**config.mk**
```make
export PLATFORM = sky130hd
export DESIGN_NAME = wb_clr_led_fader
export DESIGN_NICKNAME = d
export VERILOG_FILES = /design/src/rtl/wb_clr_led_fader_pkg.sv /design/src/rtl/clr_led_chan.sv /design/src/rtl/wb_clr_led_fader.sv
export SDC_FILE = /design/constraint.sdc
export NUM_CORES = 2
export LEC_CHECK = 0
export CORE_UTILIZATION = 59
export DETAILED_ROUTE_END_ITERATION = 6
export DONT_BUFFER_PORTS = 1
export PLACE_DENSITY = 0.83
export SYNTH_ARGS = -nofsm -noshare
export SYNTH_HDL_FRONTEND = slang
export SYNTH_SLANG_ARGS = --single-unit
```
**constraint.sdc**
```tcl
create_clock -name i_clk -period 4.6 [get_ports i_clk]
set_input_delay 0.46 -clock i_clk [delete_from_list [all_inputs] [get_ports i_clk]]
set_output_delay 0.46 -clock i_clk [all_outputs]
set_load 0.01 [all_outputs]
```
**src/rtl/wb_clr_led_fader_pkg.sv**
```systemverilog
// wb_clr_led_fader_pkg: register offsets, field positions and address decode for the LED fader
package wb_clr_led_fader_pkg;
  localparam int ADDR_CTRL = 0;
  localparam int CTRL_EN_BIT = 0;
  localparam int CTRL_FADING_LSB = 8;
  localparam int CTRL_DONE_LSB = 16;
  localparam int TGT_R_LSB = 20;
  localparam int TGT_G_LSB = 10;
  localparam int TGT_B_LSB = 0;
  localparam int RATE_FADING_BIT = 31;
  typedef enum logic [1:0] {REG_NONE, REG_CTRL, REG_TGT, REG_RATE} reg_kind_e;
  typedef struct packed {
    reg_kind_e  kind;
    logic [2:0] idx;
  } reg_sel_t;
  function automatic int tgt_addr(input int k);
    return 1 + 2 * k;
  endfunction
  function automatic int rate_addr(input int k);
    return 2 + 2 * k;
  endfunction
  // TARGET k sits at 1+2k and RATE k at 2+2k, so (addr-1) splits into {led index, is_rate}
  function automatic reg_sel_t decode_addr(input logic [4:0] addr, input int nled);
    reg_sel_t s;
    logic [4:0] a;
    a = addr - 5'd1;
    s.idx = a[3:1];
    s.kind = addr == 5'(ADDR_CTRL) ? REG_CTRL :
             int'(a[4:1]) < nled ? (a[0] ? REG_RATE : REG_TGT) : REG_NONE;
    return s;
  endfunction
endpackage

```
**src/rtl/clr_led_chan.sv**
```systemverilog
// clr_led_chan: one RGB LED - target/current/shadow duties, linear fade stepping, PWM compare
// Ports: clk, rst_n (async, active-low); enable, ctr, wrap from the shared PWM counter;
//  tgt_we/tgt_in and rate_we/rate_in bus writes; led {R,G,B} registered outputs;
//  tgt, rate readback; fading (cur!=tgt); done_set (fade completes on the coming edge).
module clr_led_chan #(
  parameter int PWMBITS  = 9,
  parameter int RATEBITS = 16
) (
  input  logic                    clk,
  input  logic                    rst_n,
  input  logic                    enable,
  input  logic [PWMBITS-1:0]      ctr,
  input  logic                    wrap,
  input  logic                    tgt_we,
  input  logic [2:0][PWMBITS-1:0] tgt_in,
  input  logic                    rate_we,
  input  logic [RATEBITS-1:0]     rate_in,
  output logic [2:0]              led,
  output logic [2:0][PWMBITS-1:0] tgt,
  output logic [RATEBITS-1:0]     rate,
  output logic                    fading,
  output logic                    done_set
);
  logic [2:0][PWMBITS-1:0] cur, cur_nx, tgt_nx, shadow;
  logic [RATEBITS-1:0] step_cnt;
  logic step;
  always_comb begin
    step = step_cnt <= RATEBITS'(1);
    tgt_nx = tgt_we ? tgt_in : tgt;
    cur_nx = cur;
    for (int c = 0; c < 3; c++)
      cur_nx[c] = rate == '0 ? tgt[c] :
                  !step || cur[c] == tgt[c] ? cur[c] :
                  cur[c] < tgt[c] ? cur[c] + 1'b1 : cur[c] - 1'b1;
    fading = cur != tgt;
    done_set = fading && cur_nx == tgt_nx;
  end
  always_ff @(posedge clk or negedge rst_n)
    if (!rst_n) begin
      tgt <= '0;
      cur <= '0;
      shadow <= '0;
      rate <= '0;
      step_cnt <= '0;
      led <= '0;
    end else begin
      tgt <= tgt_nx;
      cur <= cur_nx;
      if (wrap) shadow <= cur;
      if (rate_we) rate <= rate_in;
      // a rate write restarts the step period; otherwise count down and reload on the step
      step_cnt <= rate_we ? rate_in : step ? rate : step_cnt - 1'b1;
      for (int c = 0; c < 3; c++)
        led[c] <= enable && (&shadow[c] || ctr < shadow[c]);
    end
endmodule

```
**src/rtl/wb_clr_led_fader.sv**
```systemverilog
// wb_clr_led_fader: Wishbone-slave PWM controller with per-LED RGB linear fading and done interrupt
// Ports: i_clk, i_reset_n (async, active-low); Wishbone i_wb_cyc/stb/we/addr/data in,
//  o_wb_ack (one cycle after stb), o_wb_stall (0), o_wb_data (registered, valid with ack);
//  o_clr_led[3k+2:3k] = {R,G,B} of LED k; o_int = |done, registered.
module wb_clr_led_fader
  import wb_clr_led_fader_pkg::*;
#(
  parameter int NLED     = 4,
  parameter int PWMBITS  = 9,
  parameter int RATEBITS = 16
) (
  input  logic              i_clk,
  input  logic              i_reset_n,
  input  logic              i_wb_cyc,
  input  logic              i_wb_stb,
  input  logic              i_wb_we,
  input  logic [4:0]        i_wb_addr,
  input  logic [31:0]       i_wb_data,
  output logic              o_wb_ack,
  output logic              o_wb_stall,
  output logic [31:0]       o_wb_data,
  output logic [3*NLED-1:0] o_clr_led,
  output logic              o_int
);
  logic [PWMBITS-1:0] ctr;
  logic enable, stb, wr, ctrl_wr;
  reg_sel_t sel;
  logic [NLED-1:0] fading, done_set, done;
  logic [NLED-1:0][2:0] leds;
  logic [NLED-1:0][31:0] ch_rd;
  logic [2:0][PWMBITS-1:0] wr_tgt;
  logic [31:0] rdata;
  logic unused_data;
  assign stb = i_wb_cyc & i_wb_stb;
  assign wr = stb & i_wb_we;
  assign sel = decode_addr(i_wb_addr, NLED);
  assign ctrl_wr = wr && sel.kind == REG_CTRL;
  assign wr_tgt = {i_wb_data[TGT_R_LSB +: PWMBITS], i_wb_data[TGT_G_LSB +: PWMBITS],
                   i_wb_data[TGT_B_LSB +: PWMBITS]};
  assign o_wb_stall = 1'b0;
  assign o_clr_led = leds;
  assign unused_data = ^i_wb_data;
  for (genvar k = 0; k < NLED; k++) begin : g_led
    logic [2:0][PWMBITS-1:0] tgt;
    logic [RATEBITS-1:0] rate;
    clr_led_chan #(.PWMBITS(PWMBITS), .RATEBITS(RATEBITS)) u_chan (
      .clk      (i_clk),
      .rst_n    (i_reset_n),
      .enable   (enable),
      .ctr      (ctr),
      .wrap     (&ctr),
      .tgt_we   (wr && sel.kind == REG_TGT && sel.idx == 3'(k)),
      .tgt_in   (wr_tgt),
      .rate_we  (wr && sel.kind == REG_RATE && sel.idx == 3'(k)),
      .rate_in  (i_wb_data[RATEBITS-1:0]),
      .led      (leds[k]),
      .tgt      (tgt),
      .rate     (rate),
      .fading   (fading[k]),
      .done_set (done_set[k])
    );
    assign ch_rd[k] = sel.kind == REG_RATE ? {fading[k], {(31-RATEBITS){1'b0}}, rate} :
                      {2'b00, 10'(tgt[2]), 10'(tgt[1]), 10'(tgt[0])};
  end
  always_comb begin
    rdata = '0;
    if (sel.kind == REG_CTRL) begin
      rdata[CTRL_EN_BIT] = enable;
      rdata[CTRL_FADING_LSB +: NLED] = fading;
      rdata[CTRL_DONE_LSB +: NLED] = done;
    end
    for (int k = 0; k < NLED; k++)
      if ((sel.kind == REG_TGT || sel.kind == REG_RATE) && sel.idx == 3'(k)) rdata = ch_rd[k];
  end
  always_ff @(posedge i_clk or negedge i_reset_n)
    if (!i_reset_n) begin
      ctr <= '0;
      enable <= 1'b1;
      done <= '0;
      o_int <= 1'b0;
      o_wb_ack <= 1'b0;
      o_wb_data <= '0;
    end else begin
      ctr <= ctr + 1'b1;
      if (ctrl_wr) enable <= i_wb_data[CTRL_EN_BIT];
      // clear-then-set so a completing fade wins over a simultaneous W1C
      done <= (done & ~(ctrl_wr ? i_wb_data[CTRL_DONE_LSB +: NLED] : '0)) | done_set;
      o_int <= |done;
      o_wb_ack <= stb;
      o_wb_data <= stb ? rdata : '0;
    end
endmodule
```
==> key figures <==
Run status
  • Status: finished, violations left
  • Failing checks: negative hold slack, max-slew violations, negative setup slack

STA
  • Min cycle time layout: 4.89 ns
  • Final Max Slew Viols: 188
  • Fmax: 204 MHz
  • Fin crit share: 106%
  • Final setup vio count: 2
  • Slew margin rel.: -9.07%
  • Final Hold Viols: 509
  • Worst setup margin: -0.290 ns
  • RSZ-0062 raised after global routing: yes
  • Worst Clk Skew: 0.0445 ns
  • Final hold slack: -0.458 ns
  • Worst-Margin Slew: 1.64 ns

Global route
  • First-pass GRT wire length: 172000 um
  • GRT overflow: 0
  • Gr usage total: 39.3%
  • Initial antenna violation count: 16
  • Number of global-route vias before repair: 29600
  • Largest net degree at the start of global routing: 511

Layout
  • Layout area overhead: 14.6%
  • Layout cells sized above 1: 14.1%
  • # nets final: 4292
  • Layout fillers: 4179

Yosys
  • Netlist Area Pre-Place: 33800 um^2
  • Synth Register Bits: 510
  • EDFF count, synth: 0
  • Leading post-synthesis cells by cell area: dfrtp_1 38%, ha_1 11%, o21ai_0 6.0%, nand2_1 5.1%, inv_1 3.6%
  • Syn. warnings: 0
  • Register area share after synthesis: 37.8%
  • Synth unique cells: 82
  • Mapped Cells: 3747
  • Syn Area/Cell: 9.01 um^2
  • Synth Flop Type: dfrtp_1
  • Async set-reset flop share out of synthesis: 100%
  • Post-synth top area share: 37.7%
  • Yosys top cell by area: dfrtp_1

Placed design
  • IO buf count: 0
  • Placer Congestion: 1.06
  • Pre-CTS WS: -0.232 ns
  • Final HPWL DP: 80400 um

Floorplan
  • Die Height: 241 um
  • Initial core utilization: 59.8%
  • Die ar.: 58200 um^2
  • Core Area: 56500 um^2
  • Rows: 87
  • IO Count: 89
  • Die Wd: 241 um

Worst setup path
  • Crit end category: flop
  • Max incr delay on CP: 0.54 ns
  • Worst path most repeated cell: o21a_1
  • CP Cell Sequence: ha_1 -> nor2b_1 -> o21a_1 -> o21a_1 -> o211ai_1 -> and3_4 -> clkinvlp_4 -> buf_12 -> ha_4 -> a21oi_2 -> o22ai_2 -> o41ai_4 -> a41o_1 -> a2bb2oi_2 -> xor2_1 -> a2111o_1 -> or4_1 -> or4b_1 -> o41ai_2
  • Crit path max-delay cell type: or4b_1
  • CP Max Fanout: 3
  • CP Data Arrival Time: 5.42 ns
  • Worst Path Required: 5.13 ns
  • Reg2reg path depth: 19
  • Critical Path Source Type: flop
  • WS Path Type: flop to flop

Clock network
  • Buffer depth of the longest clock path: 3
  • CTS tree: done
  • Root buffer cell: clkbuf_16
  • Worst-path clk slew: 0.07 ns
  • CTS sink cnt: 510
  • Max H-tree Level: 2
  • Clk_lat worst skew: 0.65 ns
  • CTS buffer count: 55

Route
  • Vias: 31000
  • Post-route ant nets: 0
  • WL final: 113000 um
  • First-pass iteration count of the detailed router: 7
  • DR DRC count: 0
  • Vias per inst: 6.54
  • Routed wire per std cell: 23.9 um
  • Detailed Route Iter0 Violations: 3795

Pwr
  • Max VDD drop: 0.000386 V
  • Power Dens Cells: 389 nW/um^2
  • Overall power: 15.1 mW
  • Leakage power: 17.4 nW

Min path
  • Hold Path Class: input port to asynchronous set/reset pin

Flow run
  • Max-Cap Viols: 0
layer usage:
| metal | track usage, % | vias to the layer above | wire length [um] |
|---|---|---|---|
| li1 | - | 13700 | - |
| met1 | 52.0 | 14800 | 42800 |
| met2 | 56.6 | 1965 | 46900 |
| met3 | 12.2 | 512 | 15400 |
| met4 | 23.0 | 18 | 8150 |
| met5 | 0 | - | 189 |
power by group:
| part | leakage [nW] | switching, mW | internal, mW | total (mW) |
|---|---|---|---|---|
| clock | 0.868 | 2.01 | 2.58 | 4.59 |
| combinational | 10.1 | 2.80 | 2.31 | 5.11 |
| sequential | 6.45 | 0.442 | 4.92 | 5.36 |
worst max-delay path: cells and delay by family (launching register included):
| family | cells | cell delay, ns |
|---|---|---|
| fa+ha+maj | 2 | 0.52 |
| flops | 1 | 0.38 |
| buf+inv | 2 | 0.28 |
| xor+xnor | 1 | 0.13 |
| compound gates | 10 | 2.10 |
| simple gates | 4 | 1.38 |
Yosys cell counts (10+ instances only):
library cell	n
nor4_1	45
dfrtp_1	509
a31o_2	13
xnor2_1	116
o31ai_1	18
or2_2	12
nand2_1	460
a21oi_1	148
nand3_1	69
and4_1	18
buf_1	11
o21a_1	25
o41ai_1	10
a211oi_1	14
fa_1	12
clkbuf_1	146
nor2b_1	19
a21o_1	118
a31oi_1	40
or4_1	26
ha_1	307
nand2b_1	33
nor3_1	79
mux2_2	83
or3_1	34
o21ai_0	404
mux4_2	20
a22oi_1	12
nand4_1	46
o311ai_0	29
o22ai_1	18
mux2i_1	54
inv_1	325
o221ai_1	16
and3_1	24
o211ai_1	28
nor2_1	180
xor2_1	86
stage by stage:
| stage | hold slack (ns) | util, % | area [um^2] | TNS, ns | cells |
|---|---|---|---|---|---|
| 3_5_place_dp | 0.191 | 64.0 | 36100 | -0.575 | 4589 |
| 4_1_cts | -0.477 | 68.0 | 38400 | -0.211 | 4720 |
| 2_1_floorplan | 0.164 | - | 33900 | -0.00281 | 3749 |
| 3_3_place_gp | 0.189 | 64.0 | 36100 | -0.333 | 4589 |
| 6_report | -0.458 | 68.5 | 38700 | -0.375 | 4742 |
| 5_1_grt | -0.479 | 68.4 | 38700 | -0.594 | 4731 |
layout by cell type (no fill, tap or decap), drive strengths merged, types with 25 or more instances in the layout:
cell type	synthesis	layout
a21o	118	118
a21oi	148	148
a31oi	40	40
buf	21	259
clkbuf	146	64
dfrtp	509	509
dlygate4sd3	0	33
ha	307	307
inv	325	326
mux2	83	83
mux2i	54	54
nand2	460	460
nand2b	33	33
nand3	69	69
nand4	46	46
nor2	180	180
nor3	84	84
nor4	45	45
o211ai	28	28
o21a	25	25
o21ai	405	405
o311ai	30	30
or3	34	34
or4	28	28
xnor2	116	116
xor2	86	86
cell type report:
cell class,count,area (um^2),share of cell area (%)
Antenna cell,14,35.0,0.0905
Clock buffer,64,1470,3.80
Clock inverter,34,363,0.938
Inverter,326,1230,3.17
Multi-Input combinational cell,2746,19500,50.5
Sequential cell,510,12800,33.0
Tap cell,756,946,2.44
Timing Repair Buffer,292,2350,6.07
cell families (layout without fill, tap and decap cells):
kind of cell               Yosys count  count (layout)  share of synthesized area [%]
AOI/OAI and AO/OA                  982             982                           18.2
other                                1              17                         0.0111
DFF                                510             510                           37.8
adders and majority gates          319             319                           12.1
buffers and inverters              493             716                           5.57
xor gates and xnor gates           205             205                           5.44
muxes                              157             157                           5.70
and+or+nand+nor                   1080            1080                           15.2
what timing repair did:
action	in CTS	in global routing
gates resized for setup	19	57
buffers inserted	3	5
endpoints found under the hold margin	664	513
pin swaps	1	12
endpoints found under the setup margin	4	4
hold buffers	30	3
worst paths after layout:
kind	from	end	slack, ns
setup / recovery	g_led[0].u_chan.cur[19]	done[0]	-0.29
max in group asynchronous	i_reset_n	g_led[1].u_chan.cur[0]	3.77
setup reg to reg	g_led[0].u_chan.cur[19]	done[0]	-0.29
hold / removal	i_reset_n	g_led[3].u_chan.led[1]	-0.46
hold reg to reg	done[1]	done[1]	0.53
min in group i_clk	i_wb_data[6]	g_led[0].u_chan.tgt[6]	0.01
registers in the layout (all words and copies together) (netlist names), 4 cells and up:
| signal | count |
|---|---|
| g_led.u_chan.shadow | 108 |
| g_led.u_chan.led | 12 |
| o_wb_data | 30 |
| g_led.u_chan.rate | 64 |
| g_led.u_chan.cur | 108 |
| g_led.u_chan.step_cnt | 64 |
| ctr | 9 |
| g_led.u_chan.tgt | 108 |
| done | 4 |
No activity file was read; power rests on OpenSTA's default activity.
